<file path="config.mk">
export PLATFORM = sky130hd
export DESIGN_NAME = trig_pulse_shrink
export DESIGN_NICKNAME = d
export VERILOG_FILES = /design/src/rtl/sde_trigger_pkg.sv /design/src/rtl/rise_detect.sv /design/src/rtl/trig_pulse_shrink.sv
export SDC_FILE = /design/constraint.sdc
export NUM_CORES = 1
export LEC_CHECK = 0
export CORE_ASPECT_RATIO = 1.75
export CORE_MARGIN = 2
export CORE_UTILIZATION = 50
export CTS_CLUSTER_DIAMETER = 120
export CTS_CLUSTER_SIZE = 20
export DETAILED_ROUTE_END_ITERATION = 10
export PLACE_DENSITY = 0.81
export SYNTH_ARGS = -nofsm -noshare
export SYNTH_HDL_FRONTEND = slang
export SYNTH_SLANG_ARGS = --single-unit
</file>
<file path="constraint.sdc">
create_clock -name CLK -period 1.55 [get_ports CLK]
set_input_delay 0.2325 -clock CLK [delete_from_list [all_inputs] [get_ports CLK]]
set_output_delay 0.2325 -clock CLK [all_outputs]
set_load 0.05 [all_outputs]
</file>
<file path="src/rtl/sde_trigger_pkg.sv">
// Shared trigger-path definitions: qualifier state encoding, drop counter width
// and a saturating increment for the drop counter.
package sde_trigger_pkg;

  localparam int unsigned DropW = 8;

  typedef enum logic [1:0] {
    StIdle = 2'd0,
    StQual = 2'd1,
    StHigh = 2'd2,
    StDead = 2'd3
  } trig_state_e;

  function automatic logic [DropW-1:0] sat_inc_drop(input logic [DropW-1:0] v);
    return (&v) ? v : v + DropW'(1);
  endfunction

endpackage

</file>
<file path="src/rtl/rise_detect.sv">
// rise_detect: registers the trigger level once and flags its low-to-high edge.
// Both stages reset high so a level already high at reset release is not an edge.
module rise_detect (
  input  logic CLK,
  input  logic RST,
  input  logic IN,
  output logic LVL,
  output logic RISE
);

  logic lvl_q, prev_q;

  // Sample the level and keep the previous sample for edge detection.
  always_ff @(posedge CLK or posedge RST) begin
    if (RST) begin
      lvl_q  <= 1'b1;
      prev_q <= 1'b1;
    end else begin
      lvl_q  <= IN;
      prev_q <= lvl_q;
    end
  end

  assign LVL  = lvl_q;
  assign RISE = lvl_q & ~prev_q;

endmodule

</file>
<file path="src/rtl/trig_pulse_shrink.sv">
// trig_pulse_shrink: qualifies a stretched trigger level into a single-cycle pulse,
// holds off after the level falls and counts rejected rising edges.
// Width measurement (WIDTH/WIDTH_VLD) is built only when TRIG_SHRINK_WIDTH_MEAS_EN
// is defined; otherwise both outputs are tied low.
module trig_pulse_shrink
  import sde_trigger_pkg::*;
#(
  parameter int unsigned MIN_WID = 2,
  parameter int unsigned DEAD    = 8,
  parameter int unsigned WBITS   = 8
) (
  input  logic             CLK,
  input  logic             RST,
  input  logic             IN,
  output logic             OUT,
  output logic             BUSY,
  output logic [WBITS-1:0] WIDTH,
  output logic             WIDTH_VLD,
  output logic [DropW-1:0] DROP_CNT
);

  localparam logic [7:0]  QualLast = 8'(MIN_WID);
  localparam int unsigned DeadM1   = (DEAD == 0) ? 0 : DEAD - 1;
  localparam logic [15:0] DeadLast = 16'(DeadM1);

  logic             lvl, rise;
  trig_state_e      state_q, state_d;
  logic [7:0]       qcnt_q, qcnt_d;
  logic [15:0]      dcnt_q, dcnt_d;
  logic [DropW-1:0] drop_q, drop_d;
  logic             hi_first_q, hi_first_d;
  logic             out_q, out_d;
  logic             busy_q, busy_d;

  rise_detect u_rise (
    .CLK  (CLK),
    .RST  (RST),
    .IN   (IN),
    .LVL  (lvl),
    .RISE (rise)
  );

  // State, counters and the "just entered HIGH" marker.
  always_ff @(posedge CLK or posedge RST) begin
    if (RST) begin
      state_q    <= StIdle;
      qcnt_q     <= '0;
      dcnt_q     <= '0;
      drop_q     <= '0;
      hi_first_q <= 1'b0;
    end else begin
      state_q    <= state_d;
      qcnt_q     <= qcnt_d;
      dcnt_q     <= dcnt_d;
      drop_q     <= drop_d;
      hi_first_q <= hi_first_d;
    end
  end

  // Next-state: qualify the rising level, hold while high, then hold off.
  always_comb begin
    state_d    = state_q;
    qcnt_d     = qcnt_q;
    dcnt_d     = dcnt_q;
    drop_d     = drop_q;
    hi_first_d = 1'b0;
    unique case (state_q)
      StIdle: begin
        if (rise) begin
          if (MIN_WID <= 1) begin
            state_d    = StHigh;
            hi_first_d = 1'b1;
          end else begin
            state_d = StQual;
            qcnt_d  = 8'd1;
          end
        end
      end
      StQual: begin
        if (lvl) begin
          qcnt_d = qcnt_q + 8'd1;
          if (qcnt_d == QualLast) begin
            state_d    = StHigh;
            hi_first_d = 1'b1;
          end
        end else begin
          state_d = StIdle;
          qcnt_d  = '0;
          drop_d  = sat_inc_drop(drop_q);
        end
      end
      StHigh: begin
        if (!lvl) begin
          dcnt_d  = '0;
          state_d = (DEAD == 0) ? StIdle : StDead;
        end
      end
      StDead: begin
        // Edges during holdoff are discarded but counted.
        if (rise) drop_d = sat_inc_drop(drop_q);
        if (dcnt_q == DeadLast) begin
          state_d = StIdle;
          dcnt_d  = '0;
        end else begin
          dcnt_d = dcnt_q + 16'd1;
        end
      end
      default: state_d = StIdle;
    endcase
  end

  // Outputs: one pulse on the first HIGH cycle; BUSY follows the state.
  always_comb begin
    out_d  = (state_q == StHigh) && hi_first_q;
    busy_d = (state_d != StIdle);
  end

  // Register the pulse and busy flag.
  always_ff @(posedge CLK or posedge RST) begin
    if (RST) begin
      out_q  <= 1'b0;
      busy_q <= 1'b0;
    end else begin
      out_q  <= out_d;
      busy_q <= busy_d;
    end
  end

  assign OUT      = out_q;
  assign BUSY     = busy_q;
  assign DROP_CNT = drop_q;

`ifdef TRIG_SHRINK_WIDTH_MEAS_EN
  logic [WBITS-1:0] wcnt_q, wcnt_d;
  logic [WBITS-1:0] width_q, width_d;
  logic             vld_q, vld_d;

  // Width count starts at 1 on the accepted edge and saturates.
  always_comb begin
    wcnt_d = wcnt_q;
    if (state_q == StIdle && rise) begin
      wcnt_d = WBITS'(1);
    end else if ((state_q == StQual || state_q == StHigh) && lvl && !(&wcnt_q)) begin
      wcnt_d = wcnt_q + WBITS'(1);
    end
  end

  // Publish the width when the level drops out of HIGH; otherwise hold it.
  always_comb begin
    vld_d   = (state_q == StHigh) && !lvl;
    width_d = vld_d ? wcnt_q : width_q;
  end

  // Width measurement registers.
  always_ff @(posedge CLK or posedge RST) begin
    if (RST) begin
      wcnt_q  <= '0;
      width_q <= '0;
      vld_q   <= 1'b0;
    end else begin
      wcnt_q  <= wcnt_d;
      width_q <= width_d;
      vld_q   <= vld_d;
    end
  end

  assign WIDTH     = width_q;
  assign WIDTH_VLD = vld_q;
`else
  assign WIDTH     = '0;
  assign WIDTH_VLD = 1'b0;
`endif

endmodule

</file>
Word-level counts from Yosys, hierarchy flattened
Index checks and enable logic that the tools add are counted.
{"block": "op_classes", "n_addsub": 3, "eq_ne": 9, "muxes": 19, "bitwise_logic": 2, "n_reduce_logical": 10}
{"cell": "$mux 8", "count": 5}
{"cell": "$mux 16", "count": 2}
{"cell": "$pmux 16 s2", "count": 1}
{"cell": "$pmux 8 s2", "count": 2}
{"cell": "$add 16x1->16 const B", "count": 1}
{"cell": "$add 8x1->8 const B", "count": 2}
{"cell": "$eq 16x3->1 const B", "count": 1}
{"cell": "$mux 2", "count": 5}
{"cell": "$eq 8x2->1 const B", "count": 1}
{"cell": "$ne 2x2->1 const B", "count": 4}
{"cell": "$pmux 2 s4", "count": 1}
{"cell": "$reduce_and 8->1", "count": 1}
{"cell": "$reduce_bool 2->1", "count": 4}
{"cell": "$eq 2x2->1 const B", "count": 2}
{"cell": "$reduce_and 2->1", "count": 2}
{"cell": "$mux 1", "count": 3}
{"cell": "$reduce_and 3->1", "count": 1}
{"cell": "$eq 2x1->1 const B", "count": 1}
{"cell": "$logic_not 2->1", "count": 1}
{"cell": "$and 1x1->1", "count": 1}
{"cell": "$logic_and 1x1->1", "count": 1}
{"cell": "$not 1->1", "count": 1}
{"block": "totals", "reg_bits": 39, "output_inout_bits": 19, "elab_cells": 52}

Logic depth before layout (Yosys ltp)
Gate-level depths: netlist of run 1.
{"block": "logic_depth", "word_depth": 6, "ltp_mapped": 7, "depth_no_buf": 5}

Hierarchy
Synthesis of run 1 repeated with hierarchy kept, for this count alone.
{"block": "hier_totals", "hier_cells": 224, "area_unflattened_um2": 2117.0}
{"module": "trig_pulse_shrink", "instances": 1, "cells_each": 220, "area_each_um2": 2047.0, "seq_area_each_um2": 925.9}
{"module": "rise_detect", "instances": 1, "cells_each": 4, "area_each_um2": 70.1, "seq_area_each_um2": 52.6}

Worst setup path after synthesis of run 1
Ideal clock, no wire load.
{"block": "synth_timing", "kind": "reg2reg", "from": "register drop_q[1], in the netlist DROP_CNT[1]", "to": "register drop_q[1], in the netlist DROP_CNT[1]", "setup_ps": 128, "t_arrival_ps": 1758, "required_ps": 1422, "slack_ps": -336, "path_stages_with_launch": 6, "path_buffers": 0, "cell_sequence": "dfrtp_1 > ha_1 > nand3_1 > nor2_1 > nor2_1 > mux2_1"}
{"block": "synth_between", "elab_chain_cells": 4}
{"element": "start: declaration", "line_no": "trig_pulse_shrink.sv:30", "rtl": "logic [DropW-1:0] drop_q, drop_d;"}
{"element": "start signal: assignment", "line_no": "trig_pulse_shrink.sv:55", "rtl": "drop_q <= drop_d;"}
{"element": "$add 8x1->8 or $reduce_and 8->1 (tied branches)", "line_no": "sde_trigger_pkg.sv:15", "rtl": "return (&v) ? v : v + DropW'(1);"}
{"element": "$mux 8 (*)", "line_no": "sde_trigger_pkg.sv:15"}
{"element": "$mux 8 (on tied branches)", "line_no": "trig_pulse_shrink.sv:100, trig_pulse_shrink.sv:80"}
{"element": "$pmux 8 s2 (*)", "line_no": "trig_pulse_shrink.sv:67", "rtl": "unique case (state_q)"}
Mark *: on every way between the ends. The rest lies on a longest branch, timed or not. The select of a mux whose other input is x is not followed.
A chain may end at the register's enable or synchronous reset.

Worst setup path in the final report of run 1
{"block": "layout_timing", "from": "register dcnt_q[15]", "to": "register state_q[0]"}
{"block": "layout_between", "elab_chain_cells": 3}
{"element": "start: declaration", "line_no": "trig_pulse_shrink.sv:29", "rtl": "logic [15:0] dcnt_q, dcnt_d;"}
{"element": "start signal: assignment", "line_no": "trig_pulse_shrink.sv:54", "rtl": "dcnt_q <= dcnt_d;"}
{"element": "$eq 16x3->1", "line_no": "trig_pulse_shrink.sv:101", "rtl": "if (dcnt_q == DeadLast) begin"}
{"element": "$mux 2", "line_no": "trig_pulse_shrink.sv:101"}
{"element": "$pmux 2 s4", "line_no": "trig_pulse_shrink.sv:67"}
{"element": "net state_d[0]", "line_no": "trig_pulse_shrink.sv:27", "rtl": "trig_state_e state_q, state_d;"}
{"element": "end signal: assignment", "line_no": "trig_pulse_shrink.sv:46", "rtl": "state_q <= StIdle;"}
{"element": "end signal: assignment", "line_no": "trig_pulse_shrink.sv:52", "rtl": "state_q <= state_d;"}
{"element": "end: declaration", "line_no": "trig_pulse_shrink.sv:27"}
The timed path passes the listed nets, and every way through them passes these cells.

==> results of run 1 <==
## metal layers
| layer | vias to the layer above | routed length (µm) | GRT usage |
|---|---|---|---|
| li1 | 1014 | - | - |
| met1 | 1082 | 2293 | 0.2577 |
| met2 | 55 | 3487 | 0.4337 |
| met3 | 21 | 200 | 0.05212 |
| met4 | 0 | 270 | 0.1708 |
| met5 | - | 0 | 0 |
## report_power, final
| group | total [mW] | switching (mW) | internal, mW |
|---|---|---|---|
| logic | 2.27 | 1.26 | 1.01 |
| registers | 1.46 | 0.249 | 1.21 |
| clock network | 0.891 | 0.406 | 0.485 |
## worst max-delay path, cell delays in order, from the launching register on
cell                      delay [ns]
sky130_fd_sc_hd__dfrtp_1        0.42
sky130_fd_sc_hd__nor4_4         0.38
sky130_fd_sc_hd__a41oi_2        0.21
sky130_fd_sc_hd__buf_4          0.18
sky130_fd_sc_hd__a311o_1        0.27
sky130_fd_sc_hd__a21o_1         0.15
## state kept, by name, indices dropped and copies added, names as in the netlist
name,cells
dcnt_q,16
DROP_CNT,8
qcnt_q,8
state_q,2
BUSY,1
OUT,1
hi_first_q,1
u_rise.LVL,1
u_rise.prev_q,1
## Yosys cell counts, types with 3 or more instances
cell type / count
sky130_fd_sc_hd__nor2_1: 13
sky130_fd_sc_hd__o31ai_1: 4
sky130_fd_sc_hd__a21o_1: 5
sky130_fd_sc_hd__buf_2: 4
sky130_fd_sc_hd__o21ai_0: 18
sky130_fd_sc_hd__ha_1: 4
sky130_fd_sc_hd__and3_1: 3
sky130_fd_sc_hd__o21ai_1: 4
sky130_fd_sc_hd__nand4_1: 10
sky130_fd_sc_hd__inv_1: 6
sky130_fd_sc_hd__nand2_1: 22
sky130_fd_sc_hd__xnor2_1: 3
sky130_fd_sc_hd__a22o_1: 3
sky130_fd_sc_hd__xor2_1: 7
sky130_fd_sc_hd__a21oi_1: 5
sky130_fd_sc_hd__nor4_1: 4
sky130_fd_sc_hd__dfrtp_1: 37
sky130_fd_sc_hd__and4_1: 5
sky130_fd_sc_hd__nand2b_1: 3
sky130_fd_sc_hd__buf_4: 11
sky130_fd_sc_hd__a31oi_1: 12
sky130_fd_sc_hd__clkbuf_1: 4
sky130_fd_sc_hd__and2_1: 3
sky130_fd_sc_hd__nor3_1: 6
sky130_fd_sc_hd__nand3_1: 10
## final cells by class
| class | instances | area (µm²) |
|---|---|---|
| fillers | 278 | 1086 |
| flip-flops and latches | 39 | 985.9 |
| repair buffers | 76 | 660.6 |
| inverters | 6 | 22.52 |
| multi-input cells | 182 | 1390 |
| clock inverters | 3 | 46.29 |
| well taps | 51 | 63.81 |
| clock buffers | 5 | 68.82 |
## repair_timing
action | 4_1_cts | 5_1_grt
gates resized for setup | 13 | 29
buffers inserted | 6 | 10
pin swaps | 7 | 9
endpoints found under the setup margin | 23 | 28
## logic make-up after synthesis
kind of cell / after synthesis / share of synthesized area
AO/OA/AOI/OAI: 65 / 0.1920
XOR/XNOR: 10 / 0.03942
adder cells (fa/ha/maj): 4 / 0.02252
buffers and inverters: 25 / 0.06306
flip-flops: 39 / 0.4403
multiplexers: 2 / 0.01013
other: 1 / 0.001688
AND/OR/NAND/NOR: 92 / 0.2309
## how the worst max path moves through the flow
stage / start / end
after global routing: dcnt_q[15] / dcnt_q[13]
after floorplan: dcnt_q[3] / state_q[0]
after detailed placement: dcnt_q[5] / dcnt_q[13]
final: dcnt_q[15] / state_q[0]
after CTS: dcnt_q[15] / dcnt_q[13]
after global placement: dcnt_q[9] / dcnt_q[13]
## metrics by stage
stage	worst slack [ns]	area (µm²)	utilization	TNS, ns	hold WS, ns
2_1_floorplan	-0.04675	2327	-	-0.08765	0.2370
3_3_place_gp	-0.1284	2795	0.6464	-0.9004	0.3923
3_5_place_dp	-0.2114	2795	0.6464	-2.330	0.3909
4_1_cts	-0.1417	3024	0.6994	-0.8927	0.2889
5_1_grt	-0.2114	3238	0.7488	-2.808	0.3110
6_report	-0.1632	3238	0.7488	-1.247	0.2824
==> impl_summary.log, run 1 <==
[metrics] worst-case setup margin in the final layout: -0.1632 ns
[metrics] placed cells: around 340
[metrics] CP max FO: 3
[metrics] count of pins over their slew limit: 0
[metrics] post-layout instance count excluding filler cells: approximately 360
[metrics] Clk Tree Root Cell: sky130_fd_sc_hd__clkbuf_8
[metrics] total of endpoints with negative setup slack in the final report: 17
[metrics] die width: between 50 and 60 µm
[metrics] overall die height: slightly above 90 µm
[metrics] wire length of the first global-routing pass: 9446 µm
[metrics] static power due to leakage: between 1 and 1.5 nW
[metrics] post-synthesis cell count: 238
[metrics] most common flop cell mapped by yosys: sky130_fd_sc_hd__dfrtp_1
[metrics] post-synthesis area per instance: just over 9 µm²
[metrics] post-detailed-routing wire length: between 6000 and 7000 µm
[metrics] post-layout minimum cycle time: roughly 1.7 ns
[metrics] Crit Reg-Reg Startpoint: dcnt_q[15]
[metrics] outcome: finished with violations
[metrics] Via Count: about 2200
[metrics] cells taking the most area after synthesis: sky130_fd_sc_hd__dfrtp_1 42%, sky130_fd_sc_hd__o21ai_0 4.1%, sky130_fd_sc_hd__buf_4 3.7%
[metrics] most common cell after layout, fill and taps aside: sky130_fd_sc_hd__buf_4
[metrics] post-layout total power: around 4.6 mW
[metrics] FF-to-FF setup slack: -0.16 ns
[metrics] Syn Std Cell Area: 2222 µm²
[metrics] clock transition at the register clock pins on the worst setup and hold paths after CTS: 0.09 ns
[metrics] top achievable clock speed: approximately 600 MHz
[metrics] worst skew pair latency: 0.31 ns
[metrics] iteration-0 DRC count of the detailed router: between 70 and 80
[metrics] H-tree depth: 2
[metrics] number of antenna violations at the first check in global routing: 0
[metrics] starting utilization of the core area: 0.5139
[metrics] GRT Overall Usage: 0.2536
[metrics] Yosys cell types: slightly above 50
[metrics] Routed wire per std cell: ~17 µm
[metrics] CTS Sinks: 39
[metrics] setup repair after global routing missed its margin: yes
[metrics] Area growth syn-to-layout: 45.72%
[metrics] end of the worst register-to-register path: state_q[0]
[metrics] Pre-Repair DR Iteration Count: 4
[metrics] sum of overflow across all layers after global routing: 0
[metrics] EDFF count, synth: 0
[metrics] Total Die Area: ~5000 µm²
[metrics] DRC violation count after routing: 0
[metrics] final estimated routing congestion in global placement: approximately 0.9
[metrics] area leader, netlist: sky130_fd_sc_hd__dfrtp_1
[metrics] power per unit of standard cell area: ~1400 nW/µm²
[metrics] ys async rst share: 1.000
[metrics] total count of hold-check failures in the final report: 0
[metrics] element type at the critical path end: flop
[metrics] count of warnings emitted by yosys: 0
[metrics] Inserted Clock Buffers: 5
[metrics] CTS max path bufs: 2
[metrics] share of post-route cells with drive strength above 1: 0.4019
[metrics] number of primary I/O pins: 22
[metrics] MaxCap Viol Count: 0
[metrics] maximum number of pins on one net before global-route repair: 40
[metrics] count of buffers inserted at the top-level ports: 12
[metrics] count of inserted antenna diode cells: 0
[metrics] WS Path Type: reg2reg
[metrics] number of nets still failing antenna checks after routing: 0
[metrics] Via-to-Cell Ratio: roughly 6.0
[metrics] Post-layout nets: 317
[metrics] area of the core: around 4300 µm²
[metrics] TritonCTS clock tree: built
[metrics] Final HPWL DP: between 3000 and 4000 µm
[metrics] startpoint kind of the worst setup timing path: flop
[metrics] worst IR drop on VDD: about 0.0012 V
[metrics] number of cell rows: 32
[metrics] number of storage elements in the synthesis netlist: 39
[metrics] length in cells of the worst reg-to-reg path: 5
[metrics] sequential area share after synthesis: 0.4403
[metrics] Synth top area share: 0.4167
[metrics] required time of the critical path: around 1.8 ns
[metrics] setup skew after layout: about 0.012 ns
[metrics] violations in the final reports: negative setup slack
[metrics] commonest cells after routing, fill and taps aside: 63 x sky130_fd_sc_hd__buf_4, 31 x sky130_fd_sc_hd__dfrtp_1, 22 x sky130_fd_sc_hd__nand2_1
[metrics] CTS Hold Bufs: 0
[metrics] crit path DAT: between 1.5 and 2 ns
[metrics] vias in the first global route: between 2000 and 2500
[metrics] kind of path behind the tightest hold check: in2async
[metrics] post-route fraction of the period consumed by the critical path: 1.105
No activity file was read; power rests on OpenSTA's default activity.
==> run 2, diff against run 1 <==
Settings changed: ABC_AREA set to 1.
==> impl_summary.log, run 2 <==
[metrics] Final HPWL DP: 3571 µm (was 3904 µm)
[metrics] Via Count: 2009 (was 2172)
[metrics] final estimated routing congestion in global placement: 0.9324 (was 0.8813)
[metrics] placed cells: 358 (was 338)
[metrics] post-route fraction of the period consumed by the critical path: 0.9816 (was 1.105)
[metrics] clock transition at the register clock pins on the worst setup and hold paths after CTS: 0.08 ns (was 0.09 ns)
[metrics] DRC violation count after routing: 0 (unchanged)
[metrics] static power due to leakage: 1.337 nW (was 1.458 nW)
[metrics] Via-to-Cell Ratio: 5.343 (was 6.000)
[metrics] post-layout instance count excluding filler cells: 376 (was 362)
[metrics] length in cells of the worst reg-to-reg path: 7 (was 5)
[metrics] kind of path behind the tightest hold check: in2async (unchanged)
[metrics] CTS Hold Bufs: 0 (unchanged)
[metrics] dominant cell type by count on the critical path: sky130_fd_sc_hd__inv_2
[metrics] number of antenna violations at the first check in global routing: 0 (unchanged)
[metrics] Total Die Area: 4983 µm² (was 5015 µm²)
[metrics] CTS max path bufs: 2 (unchanged)
[metrics] longest individual stage delay on the worst path: 0.56 ns (was 0.42 ns)
[metrics] worst setup slack after placement: -0.005834 ns (was -0.2114 ns)
[metrics] overall die height: 91.89 µm (was 92.19 µm)
[metrics] outcome: completed (was finished with violations)
[metrics] Clk Tree Root Cell: sky130_fd_sc_hd__clkbuf_8 (unchanged)
[metrics] number of primary I/O pins: 22 (unchanged)
[metrics] top achievable clock speed: 657.3 MHz (was 583.7 MHz)
[metrics] area leader, netlist: sky130_fd_sc_hd__dfrtp_1 (unchanged)
[metrics] max FFs per register: 16 (unchanged)
[metrics] total negative slack: 0 ns (was -1.247 ns)
[metrics] TritonCTS clock tree: built (unchanged)
[metrics] post-synthesis area per instance: 7.717 µm² (was 9.337 µm²)
[metrics] Synth top cells by count: 69 x sky130_fd_sc_hd__nand2_1, 41 x sky130_fd_sc_hd__inv_1, 37 x sky130_fd_sc_hd__dfrtp_1 (was 37 x sky130_fd_sc_hd__dfrtp_1, 22 x sky130_fd_sc_hd__nand2_1, 18 x sky130_fd_sc_hd__o21ai_0)
[metrics] end of the worst register-to-register path: DROP_CNT[3] (was state_q[0])
[metrics] count of buffers inserted at the top-level ports: 12 (unchanged)
[metrics] final core utilization: 0.6340 (was 0.7488)
[metrics] setup repair after global routing missed its margin: yes (unchanged)
[metrics] sequential area share after synthesis: 0.4433 (was 0.4403)
[metrics] Area growth syn-to-layout: 24.21% (was 45.72%)
[metrics] number of cell rows: 32 (unchanged)
[metrics] met3 WL: 127 µm (was 200 µm)
[metrics] vias in the first global route: 1958 (was 2156)
[metrics] most frequent cell after synthesis: sky130_fd_sc_hd__nand2_1 (was sky130_fd_sc_hd__dfrtp_1)
[metrics] startpoint kind of the worst setup timing path: flop (unchanged)
[metrics] cells along the critical path: inv_2, or2_1, o22ai_2, nand2_2, inv_2, nand2_1, xnor2_1 (was nor4_4, a41oi_2, buf_4, a311o_1, a21o_1)
[metrics] maximum number of pins on one net before global-route repair: 40 (unchanged)
[metrics] starting utilization of the core area: 0.5104 (was 0.5139)
[metrics] count of inserted antenna diode cells: 0 (unchanged)
[metrics] total count of hold-check failures in the final report: 0 (unchanged)
[metrics] GRT Overall Usage: 0.2245 (was 0.2536)
[metrics] count of pins over their slew limit: 0 (unchanged)
[metrics] die width: 54.23 µm (was 54.40 µm)
[metrics] commonest cells after routing, fill and taps aside: 64 x sky130_fd_sc_hd__nand2_1, 40 x sky130_fd_sc_hd__inv_1, 32 x sky130_fd_sc_hd__dfrtp_1 (was 63 x sky130_fd_sc_hd__buf_4, 31 x sky130_fd_sc_hd__dfrtp_1, 22 x sky130_fd_sc_hd__nand2_1)
[metrics] element type at the critical path end: flop (unchanged)
[metrics] most common flop cell mapped by yosys: sky130_fd_sc_hd__dfrtp_1 (unchanged)
[metrics] Syn Std Cell Area: 2207 µm² (was 2222 µm²)
[metrics] Fillers: 357 (was 278)
[metrics] start point of the critical path: u_rise.LVL (was dcnt_q[15])
[metrics] number of nets still failing antenna checks after routing: 0 (unchanged)
[metrics] total of endpoints with negative setup slack in the final report: 0 (was 17)
[metrics] worst-case setup margin in the final layout: 0.02853 ns (was -0.1632 ns)
[metrics] met2 layer wire length in the routed design: 2803 µm (was 3487 µm)
[metrics] setup skew after layout: 0.009828 ns (was 0.01161 ns)
[metrics] share of post-route cells with drive strength above 1: 0.2308 (was 0.4019)
[metrics] CP max FO: 6 (was 3)
[metrics] Synth top area share: 0.4195 (was 0.4167)
[metrics] Post-layout nets: 331 (was 317)
[metrics] Pre-Repair DR Iteration Count: 4 (unchanged)
[metrics] CTS Sinks: 39 (unchanged)
[metrics] wire length of the first global-routing pass: 8293 µm (was 9446 µm)
[metrics] post-synthesis cell count: 286 (was 238)
[metrics] iteration-0 DRC count of the detailed router: 48 (was 72)
[metrics] worst IR drop on VDD: 0.0009266 V (was 0.001203 V)
[metrics] Yosys cell types: 32 (was 51)
[metrics] power per unit of standard cell area: 1390 nW/µm² (was 1425 nW/µm²)
[metrics] cells taking the most area after synthesis: sky130_fd_sc_hd__dfrtp_1 42%, sky130_fd_sc_hd__nand2_1 12%, sky130_fd_sc_hd__inv_1 7.0% (was sky130_fd_sc_hd__dfrtp_1 42%, sky130_fd_sc_hd__o21ai_0 4.1%, sky130_fd_sc_hd__buf_4 3.7%)
[metrics] post-detailed-routing wire length: 5068 µm (was 6252 µm)
[metrics] total routed wire length on the met1 layer: 1991 µm (was 2293 µm)
[metrics] count of warnings emitted by yosys: 0 (unchanged)
[metrics] area of the core: 4324 µm² (unchanged)
[metrics] Routed wire per std cell: 13.48 µm (was 17.27 µm)
[metrics] most common cell after layout, fill and taps aside: sky130_fd_sc_hd__nand2_1 (was sky130_fd_sc_hd__buf_4)
[metrics] H-tree depth: 2 (unchanged)
[metrics] Crit Reg-Reg Startpoint: u_rise.LVL (was dcnt_q[15])
[metrics] Top Metal Used: met4 (unchanged)
[metrics] MaxCap Viol Count: 0 (unchanged)
[metrics] ys async rst share: 1.000 (unchanged)
[metrics] crit path DAT: 1.71 ns (was 1.92 ns)
[metrics] required time of the critical path: 1.74 ns (was 1.76 ns)
[metrics] Most flops, register: dcnt_q (unchanged)
[metrics] Inserted Clock Buffers: 5 (unchanged)
[metrics] number of storage elements in the synthesis netlist: 39 (unchanged)
[metrics] cell with the largest stage delay on the worst path: sky130_fd_sc_hd__dfstp_2 (was sky130_fd_sc_hd__dfrtp_1)
[metrics] post-layout minimum cycle time: 1.521 ns (was 1.713 ns)
[metrics] EDFF count, synth: 0 (unchanged)
[metrics] FF-to-FF setup slack: 0.03 ns (was -0.16 ns)
[metrics] sum of overflow across all layers after global routing: 0 (unchanged)
[metrics] WS Path Type: reg2reg (unchanged)
[metrics] post-layout total power: 3.812 mW (was 4.615 mW)
[metrics] worst skew pair latency: 0.30 ns (was 0.31 ns)
[metrics] CP Capture Point: DROP_CNT[3] (was state_q[0])
## run 2: changes by cell type after synthesis, sizes merged, moves of 12 or more
cell and change:
nand2 +50, nand3 +14, inv +36, a31oi -12, nor2 +13
## run 2: routing by layer
layer,track usage,up-vias
met4,0.1188,0
met1,0.2393,956
li1,-,1002
met5,0,-
met2,0.3886,39
met3,0.04723,12
## run 2: cells by family after synthesis
logic type                 count (synthesis)  synth area share
xor gates and xnor gates                   9           0.03572
buffers and inverters                     53            0.1060
and+or+nand+nor                          146            0.3016
adders and majority gates                  4           0.02268
DFF                                       39            0.4433
other                                      1          0.001699
AOI/OAI and AO/OA                         34           0.08900
## run 2: cell type report
cell class,instances,area (µm²),area share
clock buffers,7,86.33,0.03149
repair buffers,33,302.8,0.1105
flip-flops and latches,39,984.7,0.3592
clock inverters,1,5.005,0.001826
inverters,43,161.4,0.05888
well taps,51,63.81,0.02328
multi-input cells,202,1137,0.4149
## run 2: worst max-delay path: cells and delay by family, from the launching register on
kind,cells,cell delay [ns]
AND/OR/NAND/NOR,3,0.45
buffers and inverters,2,0.17
flip-flops,1,0.56
AO/OA/AOI/OAI,1,0.11
XOR/XNOR,1,0.13
## run 2: worst min path at each step
stage | slack, ns | cells past startpoint | start | end
final | 0.28 | 3 | RST | qcnt_q[2]
after CTS | 0.30 | 3 | RST | qcnt_q[2]
after global placement | 0.36 | 0 | u_rise.LVL | u_rise.prev_q
after global routing | 0.30 | 3 | RST | qcnt_q[2]
after detailed placement | 0.37 | 0 | u_rise.LVL | u_rise.prev_q
after floorplan | 0.24 | 0 | IN | u_rise.LVL
## run 2: metrics by stage
| stage | area (µm²) | hold WS, ns |
|---|---|---|
| floorplan | 2247 | 0.2370 |
| global placement | 2466 | 0.3615 |
| detailed placement | 2466 | 0.3691 |
| CTS | 2566 | 0.2997 |
| global route | 2741 | 0.3044 |
| finish | 2741 | 0.2753 |
## run 2: report_power, final
part | internal (mW) | switching (mW) | total (mW) | leakage [nW]
logic | 0.578 | 1.08 | 1.66 | 0.782
clock network | 0.359 | 0.361 | 0.720 | 0.0482
registers | 1.22 | 0.212 | 1.43 | 0.506
## run 2: what timing repair did
| action | 4_1_cts | 5_1_grt |
|---|---|---|
| cloned | 0 | 0 |
| pin swaps | 0 | 17 |
| gates resized for setup | 2 | 29 |
| setup buffers | 0 | 10 |
| endpoints found under the setup margin | 1 | 30 |
